==> config.mk <==
export PLATFORM = sky130hd
export DESIGN_NAME = log_lane_scheduler
export DESIGN_NICKNAME = d
export VERILOG_FILES = /design/src/rtl/log_lane_scheduler.sv
export SDC_FILE = /design/constraint.sdc
export NUM_CORES = 1
export LEC_CHECK = 0
export CAP_MARGIN = 20
export CORE_MARGIN = 2
export CORE_UTILIZATION = 55
export CTS_BUF_LIST = sky130_fd_sc_hd__clkbuf_8
export CTS_CLUSTER_SIZE = 14
export DETAILED_ROUTE_END_ITERATION = 10
export PLACE_DENSITY_LB_ADDON = 0.12
export RECOVER_POWER = 25
export SYNTH_ARGS = -nofsm -noshare
export SYNTH_HDL_FRONTEND = slang
export SYNTH_SLANG_ARGS = --single-unit
==> constraint.sdc <==
create_clock -name CLK -period 9.1 [get_ports CLK]
set_input_delay 2.275 -clock CLK [delete_from_list [all_inputs] [get_ports CLK]]
set_output_delay 2.275 -clock CLK [all_outputs]
set_load 0.1 [all_outputs]
==> src/rtl/log_lane_scheduler.sv <==
// River log scheduler: one sweep per game tick moves live logs left, then a periodic spawn step.
// Optional LOG_LFSR_LANE_EN selects spawn lanes from an 8-bit LFSR instead of round-robin.
module log_lane_scheduler #(
  parameter int unsigned NUM_SLOTS    = 4,
  parameter int unsigned NUM_LANES    = 4,
  parameter int unsigned LANE_BASE_Y  = 64,
  parameter int unsigned LANE_HEIGHT  = 32,
  parameter int unsigned X_START      = 639,
  parameter int unsigned SPAWN_PERIOD = 4
) (
  input  logic                   CLK,
  input  logic                   RESETn,
  input  logic                   timer_done,
  input  logic                   enable,
  input  logic [2:0]             speed_level,
  output logic [NUM_SLOTS-1:0]   slot_active,
  output logic [NUM_SLOTS*11-1:0] slot_x,
  output logic [NUM_SLOTS*11-1:0] slot_y,
  output logic                   busy,
  output logic                   spawn_pulse,
  output logic                   spawn_miss,
  output logic                   tick_overrun
);

  localparam int unsigned IdxW  = (NUM_SLOTS > 1) ? $clog2(NUM_SLOTS) : 1;
  localparam int unsigned LaneW = (NUM_LANES > 1) ? $clog2(NUM_LANES) : 1;
  localparam int unsigned CntW  = (SPAWN_PERIOD > 1) ? $clog2(SPAWN_PERIOD) : 1;

  localparam logic [1:0] StIdle   = 2'd0;
  localparam logic [1:0] StUpdate = 2'd1;
  localparam logic [1:0] StSpawn  = 2'd2;

  localparam logic [10:0]     XStart  = 11'(X_START);
  localparam logic [10:0]     YBase   = 11'(LANE_BASE_Y);
  localparam logic [CntW-1:0] CntInit = CntW'(SPAWN_PERIOD - 1);
  localparam logic [IdxW-1:0] IdxLast = IdxW'(NUM_SLOTS - 1);

  logic [1:0]           state_q, state_d;
  logic [IdxW-1:0]      idx_q, idx_d;
  logic                 busy_q, busy_d;
  logic                 pend_q, pend_d;
  logic                 overrun_q, overrun_d;
  logic                 pulse_q, pulse_d;
  logic                 miss_q, miss_d;
  logic [CntW-1:0]      cnt_q, cnt_d;
  logic [NUM_SLOTS-1:0] active_q, active_d;
  logic [10:0]          x_q     [NUM_SLOTS];
  logic [10:0]          x_d     [NUM_SLOTS];
  logic [10:0]          y_q     [NUM_SLOTS];
  logic [10:0]          y_d     [NUM_SLOTS];
  logic [3:0]           speed_q [NUM_SLOTS];
  logic [3:0]           speed_d [NUM_SLOTS];

  logic [LaneW-1:0]     spawn_lane;
  logic                 free_found;
  logic [IdxW-1:0]      free_idx;

`ifdef LOG_LFSR_LANE_EN
  logic [7:0] lfsr_q, lfsr_d;

  // x^8+x^6+x^5+x^4+1, shifting toward the MSB
  always_comb begin
    lfsr_d = {lfsr_q[6:0], lfsr_q[7] ^ lfsr_q[5] ^ lfsr_q[4] ^ lfsr_q[3]};
  end

  always_ff @(posedge CLK or negedge RESETn) begin
    if (!RESETn) lfsr_q <= 8'hA5;
    else         lfsr_q <= lfsr_d;
  end

  assign spawn_lane = lfsr_q[LaneW-1:0];
`else
  logic [LaneW-1:0] lane_ptr_q, lane_ptr_d;

  always_ff @(posedge CLK or negedge RESETn) begin
    if (!RESETn) lane_ptr_q <= '0;
    else         lane_ptr_q <= lane_ptr_d;
  end

  assign spawn_lane = lane_ptr_q;
`endif

  // Lowest-index free slot, evaluated after the sweep has committed its frees
  always_comb begin
    free_found = 1'b0;
    free_idx   = '0;
    for (int i = int'(NUM_SLOTS) - 1; i >= 0; i--) begin
      if (!active_q[i]) begin
        free_found = 1'b1;
        free_idx   = IdxW'(i);
      end
    end
  end

  always_comb begin
    state_d   = state_q;
    idx_d     = idx_q;
    busy_d    = busy_q;
    pend_d    = pend_q;
    overrun_d = overrun_q;
    pulse_d   = 1'b0;
    miss_d    = 1'b0;
    cnt_d     = cnt_q;
    active_d  = active_q;
    x_d       = x_q;
    y_d       = y_q;
    speed_d   = speed_q;
`ifndef LOG_LFSR_LANE_EN
    lane_ptr_d = lane_ptr_q;
`endif

    // Ticks arriving mid-sweep are queued one deep; a second one is lost
    if ((state_q != StIdle) && timer_done && enable) begin
      if (pend_q) overrun_d = 1'b1;
      else        pend_d    = 1'b1;
    end

    case (state_q)
      StIdle: begin
        if ((timer_done || pend_q) && enable) begin
          state_d = StUpdate;
          idx_d   = '0;
          busy_d  = 1'b1;
          pend_d  = 1'b0;
        end
      end
      StUpdate: begin
        if (active_q[idx_q]) begin
          if (x_q[idx_q] <= {7'd0, speed_q[idx_q]}) begin
            active_d[idx_q] = 1'b0;
            x_d[idx_q]      = XStart;
          end else begin
            x_d[idx_q] = x_q[idx_q] - {7'd0, speed_q[idx_q]};
          end
        end
        if (idx_q == IdxLast) state_d = StSpawn;
        else                  idx_d   = idx_q + 1'b1;
      end
      StSpawn: begin
        state_d = StIdle;
        busy_d  = 1'b0;
        if (cnt_q != '0) begin
          cnt_d = cnt_q - 1'b1;
        end else if (free_found) begin
          active_d[free_idx] = 1'b1;
          x_d[free_idx]      = XStart;
          y_d[free_idx]      = YBase + 11'(spawn_lane * LANE_HEIGHT);
          speed_d[free_idx]  = {1'b0, speed_level} + 4'd1 + {3'd0, spawn_lane[0]};
          cnt_d              = CntInit;
          pulse_d            = 1'b1;
`ifndef LOG_LFSR_LANE_EN
          lane_ptr_d         = lane_ptr_q + 1'b1;
`endif
        end else begin
          miss_d = 1'b1;
        end
      end
      default: state_d = StIdle;
    endcase
  end

  always_ff @(posedge CLK or negedge RESETn) begin
    if (!RESETn) begin
      state_q   <= StIdle;
      idx_q     <= '0;
      busy_q    <= 1'b0;
      pend_q    <= 1'b0;
      overrun_q <= 1'b0;
      pulse_q   <= 1'b0;
      miss_q    <= 1'b0;
      cnt_q     <= CntInit;
      active_q  <= '0;
      for (int i = 0; i < int'(NUM_SLOTS); i++) begin
        x_q[i]     <= XStart;
        y_q[i]     <= YBase;
        speed_q[i] <= 4'd1;
      end
    end else begin
      state_q   <= state_d;
      idx_q     <= idx_d;
      busy_q    <= busy_d;
      pend_q    <= pend_d;
      overrun_q <= overrun_d;
      pulse_q   <= pulse_d;
      miss_q    <= miss_d;
      cnt_q     <= cnt_d;
      active_q  <= active_d;
      x_q       <= x_d;
      y_q       <= y_d;
      speed_q   <= speed_d;
    end
  end

  always_comb begin
    slot_x = '0;
    slot_y = '0;
    for (int i = 0; i < int'(NUM_SLOTS); i++) begin
      slot_x[11*i +: 11] = x_q[i];
      slot_y[11*i +: 11] = y_q[i];
    end
  end

  assign slot_active  = active_q;
  assign busy         = busy_q;
  assign spawn_pulse  = pulse_q;
  assign spawn_miss   = miss_q;
  assign tick_overrun = overrun_q;

endmodule

After elaboration in Yosys (flattened, before gate mapping) --
Cells that the tools add are included.
Word-level totals: logic and storage cells 141, bits of input ports 7, register bits 121
Operators by class: order comparisons 9, eq/ne operators 10, add/sub/neg operators 7, bitwise operators 12, reductions and logical operators 23, multiplexer cells 58
Operators with widths (count):
- $mux 44 | 4
- $bwmux 44 | 2
- $pmux 44 s2 | 1
- $or 32x32->32 | 2
- $demux 11 s2 | 2
- $mux 11 | 4
- $mux 4 | 7
- $and 12x12->12 | 2
- $not 12->12 | 2
- $bmux 11 s2 | 1
- $mux 2 | 10
- $mux 1 | 17
- $bwmux 16 | 1
- $ne 2x2->1 const B | 7
- $reduce_bool 2->1 | 6
- $le 11x4->1 | 1
- $sub 11x4->11 | 1
- $add 7x7->8 const A | 1
- $bmux 4 s2 | 1
- $demux 4 s2 | 1
- $pmux 2 s2 | 2
- $pmux 4 s2 | 1
- $reduce_and 2->1 | 4
- $logic_and 1x1->1 | 7
- other kinds (23) | 32

Depth between registers and ports, before layout --
Gate-level depths: netlist of the first run.
depth in word-level cells 14, gate-level depth with buffers 12, depth with buffers taken out 10

Worst setup path before layout of the first run --
OpenSTA, ideal clock, no wires.
path type reg2reg, start register idx_q[0], end register x_q, in the netlist slot_x[10], data required time 8.977 ns, arrival 3.454 ns, clock period less this slack 3.577 ns, path slack 5.523 ns, cell stages (with the launch flop) 13, buffers on the path 2, cells stage by stage dfrtp_1 -> buf_6 -> buf_1 -> mux4_2 -> inv_1 -> ha_1 -> inv_1 -> fa_1 -> a21o_1 -> a21oi_1 -> nor3b_2 -> mux2_2 -> a32o_1
Between the ends: word-level cells in the longest chain between the ends 10
RTL lines:
- start: declaration | RTL line 39 | logic [IdxW-1:0] idx_q, idx_d;
- start signal: assignment | RTL line 180 | idx_q <= idx_d;
- branches (longest 10 deep; another with $sub 11x4->11)
- end signal: indexed assignment | RTL line 174 | x_q[i] <= XStart;
- end: declaration | RTL line 47 | logic [10:0] x_q [NUM_SLOTS];
Several ways; the timed one is not identified. The select of a mux whose other input is x is not followed. A chain may end at the register's enable or synchronous reset.

Worst setup path in the final report of the first run --
start register x_q, in the netlist slot_x[22], end output slot_x[22]
RTL lines:
- end: declaration | RTL line 17 | output logic [NUM_SLOTS*11-1:0] slot_x,
No word-level cell between the ends.

==> results of run 1 <==
[state kept, by name, summed over array words and instances, names as in the netlist]
name and cells:
cnt_q 2, idx_q 2, state_q 2, lane_ptr_q 2, speed_q 16, pend_q 1
slot_active 4, tick_overrun 1, spawn_pulse 1, busy 1, slot_x 44, slot_y 12
spawn_miss 1
[kinds of logic after synthesis]
kind of cell / after synthesis / synth area share, %
adders and majority gates: 12 / 3.36
xor gates and xnor gates: 11 / 2.05
AOI/OAI and AO/OA: 101 / 13.7
muxes: 27 / 10.7
and+or+nand+nor: 113 / 12.2
DFF: 89 / 48.6
buffers and inverters: 80 / 9.41
other: 1 / 0.0799
[how the worst max path moves through the flow]
stage | start | to | cells after the start
final | slot_x[22] | slot_x[22] | 1
after global routing | RESETn | speed_q[13] | 2
after CTS | slot_x[22] | slot_x[22] | 1
after detailed placement | slot_x[22] | slot_x[22] | 1
after global placement | slot_x[22] | slot_x[22] | 1
after floorplan | idx_q[0] | slot_x[10] | 12
[metrics by stage]
step	std cells	setup slack, ps
2_1_floorplan	465	5520
3_3_place_gp	592	5140
3_5_place_dp	592	5140
4_1_cts	608	4740
5_1_grt	608	4570
6_report	608	4760
[metal layers]
| metal | global-route usage, % | vias to the layer above |
|---|---|---|
| met5 | 0 | - |
| met4 | 10.6 | 0 |
| met3 | 4.11 | 26 |
| met2 | 41.6 | 146 |
| met1 | 34.3 | 1760 |
| li1 | - | 1601 |
[layout make-up]
class,instances,area [sq um]
fillers,653,2710
repair buffers,75,728
well taps,105,131
flip-flops and latches,89,2280
clock inverters,6,83.8
clock buffers,10,138
inverters,27,101
multi-input cells,296,2090
[placed cells by master (no fill, tap or decap), types with 3 or more instances in the layout]
| cell type | count |
|---|---|
| xnor2_1 | 10 |
| nor3_1 | 4 |
| mux4_1 | 5 |
| nand3_1 | 6 |
| clkdlybuf4s50_1 | 67 |
| mux4_2 | 11 |
| nand2b_1 | 3 |
| inv_1 | 29 |
| o21ai_0 | 23 |
| buf_4 | 4 |
| nand2_1 | 32 |
| a31oi_1 | 6 |
| nand4_1 | 3 |
| and3_1 | 4 |
| nor2_1 | 38 |
| o2bb2ai_1 | 4 |
| conb_1 | 32 |
| a21oi_1 | 33 |
| clkbuf_8 | 10 |
| o22a_1 | 12 |
| mux2_2 | 10 |
| dfrtp_1 | 47 |
| o22ai_1 | 6 |
| ha_1 | 11 |
| nor2b_1 | 3 |
| dfstp_2 | 41 |
==> results.py, run 1 <==
metrics = {
    "route": {
        "highest_layer": "met4",
        "first_pass_iters": 4,
        "wl_met3_um": 567,
        "vias_per_cell": 5.81,
        "wirelength_met1_um": 4730,
        "drc": 0,
        "drt-total-wl_um": 11200,
        "route.met2.wl_um": 5570,
        "wl_per_cell_um": 18.3,
        "ant_nets": 0,
        "drt_iter0_markers": 229,
        "dr_total_vias": 3533,
    },
    "worst_setup_path": {
        "r2r_end": "slot_x[32]",
        "arrival_ps": 2070,
        "crit_path_max_incr_delay_ps": 1160,
        "regToRegStartpoint": "idx_q[1]",
        "crit_fanout": 3,
        "critPathTopFamily": "buffers and inverters",
        "rr_worst_depth": 5,
        "slowest_stage": "clkdlybuf4s50_1",
        "crit_chain": "clkdlybuf4s50_1",
        "required_ps": 6830,
        "r2r_slack_ps": 5110,
        "path_buf_inv": 1,
        "startpoint_type": "flop",
        "cp-end-kind": "output pin",
        "critical_path_class": "reg2out",
    },
    "global_routing": {
        "grt_max_degree": 51,
        "grt_pass1_vias": 3522,
        "track_usage_pct": 25.5,
        "grt-ovfl-total": 0,
        "grt_pass1_wl_um": 17800,
        "antenna_found_initial": 0,
    },
    "clock_network": {
        "cts_tree": "yes",
        "clockRootBuffer": "clkbuf_8",
        "ctsLongestPathBuffers": 2,
        "post_cts_buffers": 0,
        "cts-resized-gates": 0,
        "cts.clk_slew.worst_paths_ps": 90,
        "numCtsBuffers": 9,
        "htreeDepth": 3,
        "numClockSinks": 89,
        "clock_latency_ps": 360,
        "hold_buffers": 0,
    },
    "logic_synthesis": {
        "synthFlopType": "dfrtp_1",
        "syn_area_sq_mm": 0.00469,
        "synthTopCellsByArea": "dfrtp_1, dfstp_2, buf_4",
        "synth_cell_types": 58,
        "syn-mean-instance-area_sq_um": 10.8,
        "synth_top_area_cell": "dfrtp_1",
        "synth_edf_count": 0,
        "synth_common_cells": "dfrtp_1, dfstp_2, nor2_1, a21oi_1, buf_4",
        "yosysSeqAreaShare_pct": 48.6,
        "synth-warning-count": 0,
        "syn_inst": 434,
        "yosysMostFrequentCell": "dfrtp_1",
        "async_reset_ff_share_pct": 100,
        "ys_ff_latch": 89,
        "synth_top_area_share_pct": 25.1,
    },
    "cells_and_area": {
        "fin_area_sq_mm": 0.00555,
        "fin_nets": 517,
        "area_growth_pct": 18.3,
        "antenna_cells": 0,
        "fin_util_pct": 67.2,
        "drive_gt1_share_pct": 17.9,
    },
    "floorplan": {
        "ios": 103,
        "die_width_um": 96.4,
        "rows": 33,
        "core_area_sq_mm": 0.00826,
        "start_util_pct": 56.8,
        "die_area_sq_mm": 0.00929,
        "die_height_um": 96.4,
    },
    "status": {
        "status": "finished, violations left",
        "violations": "max-capacitance violations, max-slew violations",
    },
    "placement": {
        "dp.final_hpwl_um": 7840,
        "gp_congestion": 0.878,
        "placed_area_sq_mm": 0.00534,
        "port_buffers": 70,
    },
    "sta": {
        "fmax_mhz": 230,
        "drv_slew": 41,
        "finalHoldViolCount": 0,
        "fin_setup_tns_ps": 0,
        "holdWs_ps": 469,
        "post-route-period-util_pct": 47.7,
        "min_period_ps": 4340,
        "grt_setup_unrepaired": "false",
        "slew_headroom_pct": -38.5,
        "fin_skew_ps": 9.41,
        "setup_viol": 0,
        "worstMarginPinSlew_ps": 2080,
    },
    "min_path": {
        "hold_path_startpoint": "slot_y[39]",
        "worstHoldPathCells": 2,
        "hold-path-endpoint": "slot_y[39]",
        "hold_path_class": "reg2reg",
    },
    "flow_run": {
        "drv_cap": 1,
    },
}
Power of run 1 is left out: the tool's default activity adds up to more than one toggle a clock period on the data nets, which glitch-free logic cannot reach.
==> inputs of run 2 (changes only) <==
--- a/config.mk
+++ b/config.mk
@@ -7,7 +7,7 @@
 export LEC_CHECK = 0
 export CAP_MARGIN = 20
 export CORE_MARGIN = 2
-export CORE_UTILIZATION = 55
+export CORE_UTILIZATION = 53
 export CTS_BUF_LIST = sky130_fd_sc_hd__clkbuf_8
 export CTS_CLUSTER_SIZE = 14
 export DETAILED_ROUTE_END_ITERATION = 10
==> constraint.sdc (replaced) <==
create_clock -name CLK -period 4.4 [get_ports CLK]
set_input_delay 1.1 -clock CLK [delete_from_list [all_inputs] [get_ports CLK]]
set_output_delay 1.1 -clock CLK [all_outputs]
set_load 0.1 [all_outputs]
==> run 2 against run 1 <==
Effect of this change:
- the flow still finishes with violations (max-capacitance violations, max-slew violations)
- critical path depth increased by 9
- routed wire length rose by 1.2%
- sequential share of layout area is 0.16 points lower
- global-route usage fell by 0.70 points
- non-clock buffer count grew 6
- hold slack improved by 3.1 ps
- cell count grew 1.5%
- register-to-register slack worse by 4400 ps
- setup slack worse by 4100 ps
- flip-flop and latch count unchanged
- largest cell class unchanged
- highest routed layer unchanged
==> results.py, run 2 (same netlist as run 1, synthesis figures left out) <==
metrics = {
    "status": {
        "status": "finished, violations left",
        "violations": "max-capacitance violations, max-slew violations",
    },
    "global_routing": {
        "antenna_found_initial": 0,
        "grt_pass1_vias": 3529,
        "grt_max_degree": 71,
        "track_usage_pct": 24.8,
        "grt_pass1_wl_um": 18600,
        "grt-ovfl-total": 0,
    },
    "sta": {
        "fin_skew_ps": 13.2,
        "fmax_mhz": 268,
        "setup_viol": 0,
        "slew_headroom_pct": -12.6,
        "drv_slew": 71,
        "finalHoldViolCount": 0,
        "fin_setup_tns_ps": 0,
        "grt_setup_unrepaired": "false",
        "post-route-period-util_pct": 84.8,
        "min_period_ps": 3730,
        "worstMarginPinSlew_ps": 1690,
    },
    "floorplan": {
        "ios": 103,
        "start_util_pct": 54.3,
        "core_area_sq_mm": 0.00864,
        "rows": 34,
        "die_height_um": 98.1,
        "die_width_um": 98.1,
        "die_area_sq_mm": 0.00962,
    },
    "worst_setup_path": {
        "required_ps": 4670,
        "crit_start": "idx_q[0]",
        "regToRegStartpoint": "idx_q[0]",
        "cp-end-kind": "flop",
        "slowest_stage": "dfrtp_1",
        "crit_top_cell": "inv_1",
        "crit_chain": "mux4_2 -> inv_1 -> ha_1 -> inv_1 -> fa_1 -> a21o_1 -> a21oi_1 -> nor3b_2 -> mux2_2 -> a32o_1",
        "startpoint_type": "flop",
        "arrival_ps": 4000,
        "critical_path_class": "reg2reg",
        "crit_fanout": 16,
        "crit_path_max_incr_delay_ps": 940,
    },
    "route": {
        "drc": 0,
        "vias_per_cell": 5.63,
        "dr_total_vias": 3475,
        "wl_per_cell_um": 18.3,
        "drt_iter0_markers": 251,
        "first_pass_iters": 4,
        "drt-total-wl_um": 11300,
        "ant_nets": 0,
    },
    "clock_network": {
        "clock_latency_ps": 380,
        "cts-resized-gates": 0,
        "cts_tree": "yes",
        "clockRootBuffer": "clkbuf_8",
        "cts.clk_slew.worst_paths_ps": 90,
        "numCtsBuffers": 9,
        "numClockSinks": 89,
        "ctsLongestPathBuffers": 2,
        "htreeDepth": 3,
        "post_cts_buffers": 0,
        "hold_buffers": 0,
    },
    "cells_and_area": {
        "fin_cells": 617,
        "largest_reg_flops": 44,
        "final-seq-area_sq_mm": 0.00228,
        "area_growth_pct": 18.7,
        "antenna_cells": 0,
        "multi_input_area_sq_mm": 0.00209,
        "fin_nets": 523,
        "n_fill_cell": 714,
        "drive_gt1_share_pct": 19.3,
        "fin_area_sq_mm": 0.00557,
        "most-common-layout-cells": "clkdlybuf4s50_1, dfrtp_1, dfstp_2, nor2_1, a21oi_1",
        "mostFrequentLayoutCell": "clkdlybuf4s50_1",
    },
    "min_path": {
        "hold_path_startpoint": "slot_y[39]",
        "hold_path_class": "reg2reg",
    },
    "placement": {
        "gp_congestion": 0.919,
        "dp.cells": 601,
        "dp.final_hpwl_um": 7980,
        "port_buffers": 70,
        "placed_area_sq_mm": 0.00539,
    },
    "flow_run": {
        "drv_cap": 1,
    },
}
-- run 2: layout make-up --
class                   count  share of cell area [%]
flip-flops and latches     89                    40.9
inverters                  27                    1.82
well taps                 108                    2.43
multi-input cells         296                    37.6
clock inverters             7                    1.06
clock buffers               9                    2.22
repair buffers             81                    14.0
-- run 2: worst max-delay path: cells and delay by family (launching register included) --
family	cells	cell delay, ps
DFF	1	940
and+or+nand+nor	1	290
adders and majority gates	2	570
buffers and inverters	2	130
AOI/OAI and AO/OA	3	730
muxes	2	970
-- run 2: metrics by stage --
stage	hold WS, ps	setup WS, ps	util, %
4_1_cts	479	632	64.5
5_1_grt	510	375	64.5
2_1_floorplan	441	823	-
3_3_place_gp	453	751	62.4
3_5_place_dp	464	645	62.4
6_report	472	668	64.5
-- run 2: layer usage --
metal	vias up	track usage (%)	wire [um]
li1	1598	-	-
met1	1728	33.0	4640
met2	127	40.1	5630
met3	22	5.58	780
met4	0	9.40	237
met5	-	0	0
-- run 2: final timing paths --
check                             endpoint  slack (ps)  cells after the start
max in group asynchronous       slot_x[33]        2110                      2
worst min-delay path            slot_y[39]         470                      2
worst max-delay path            slot_x[10]         670                     10
worst min register to register  slot_y[39]         470                      2
min in group asynchronous       slot_x[30]        1150                      1
worst max register to register  slot_x[10]         670                     10
Power of run 2 is left out for the same reason.
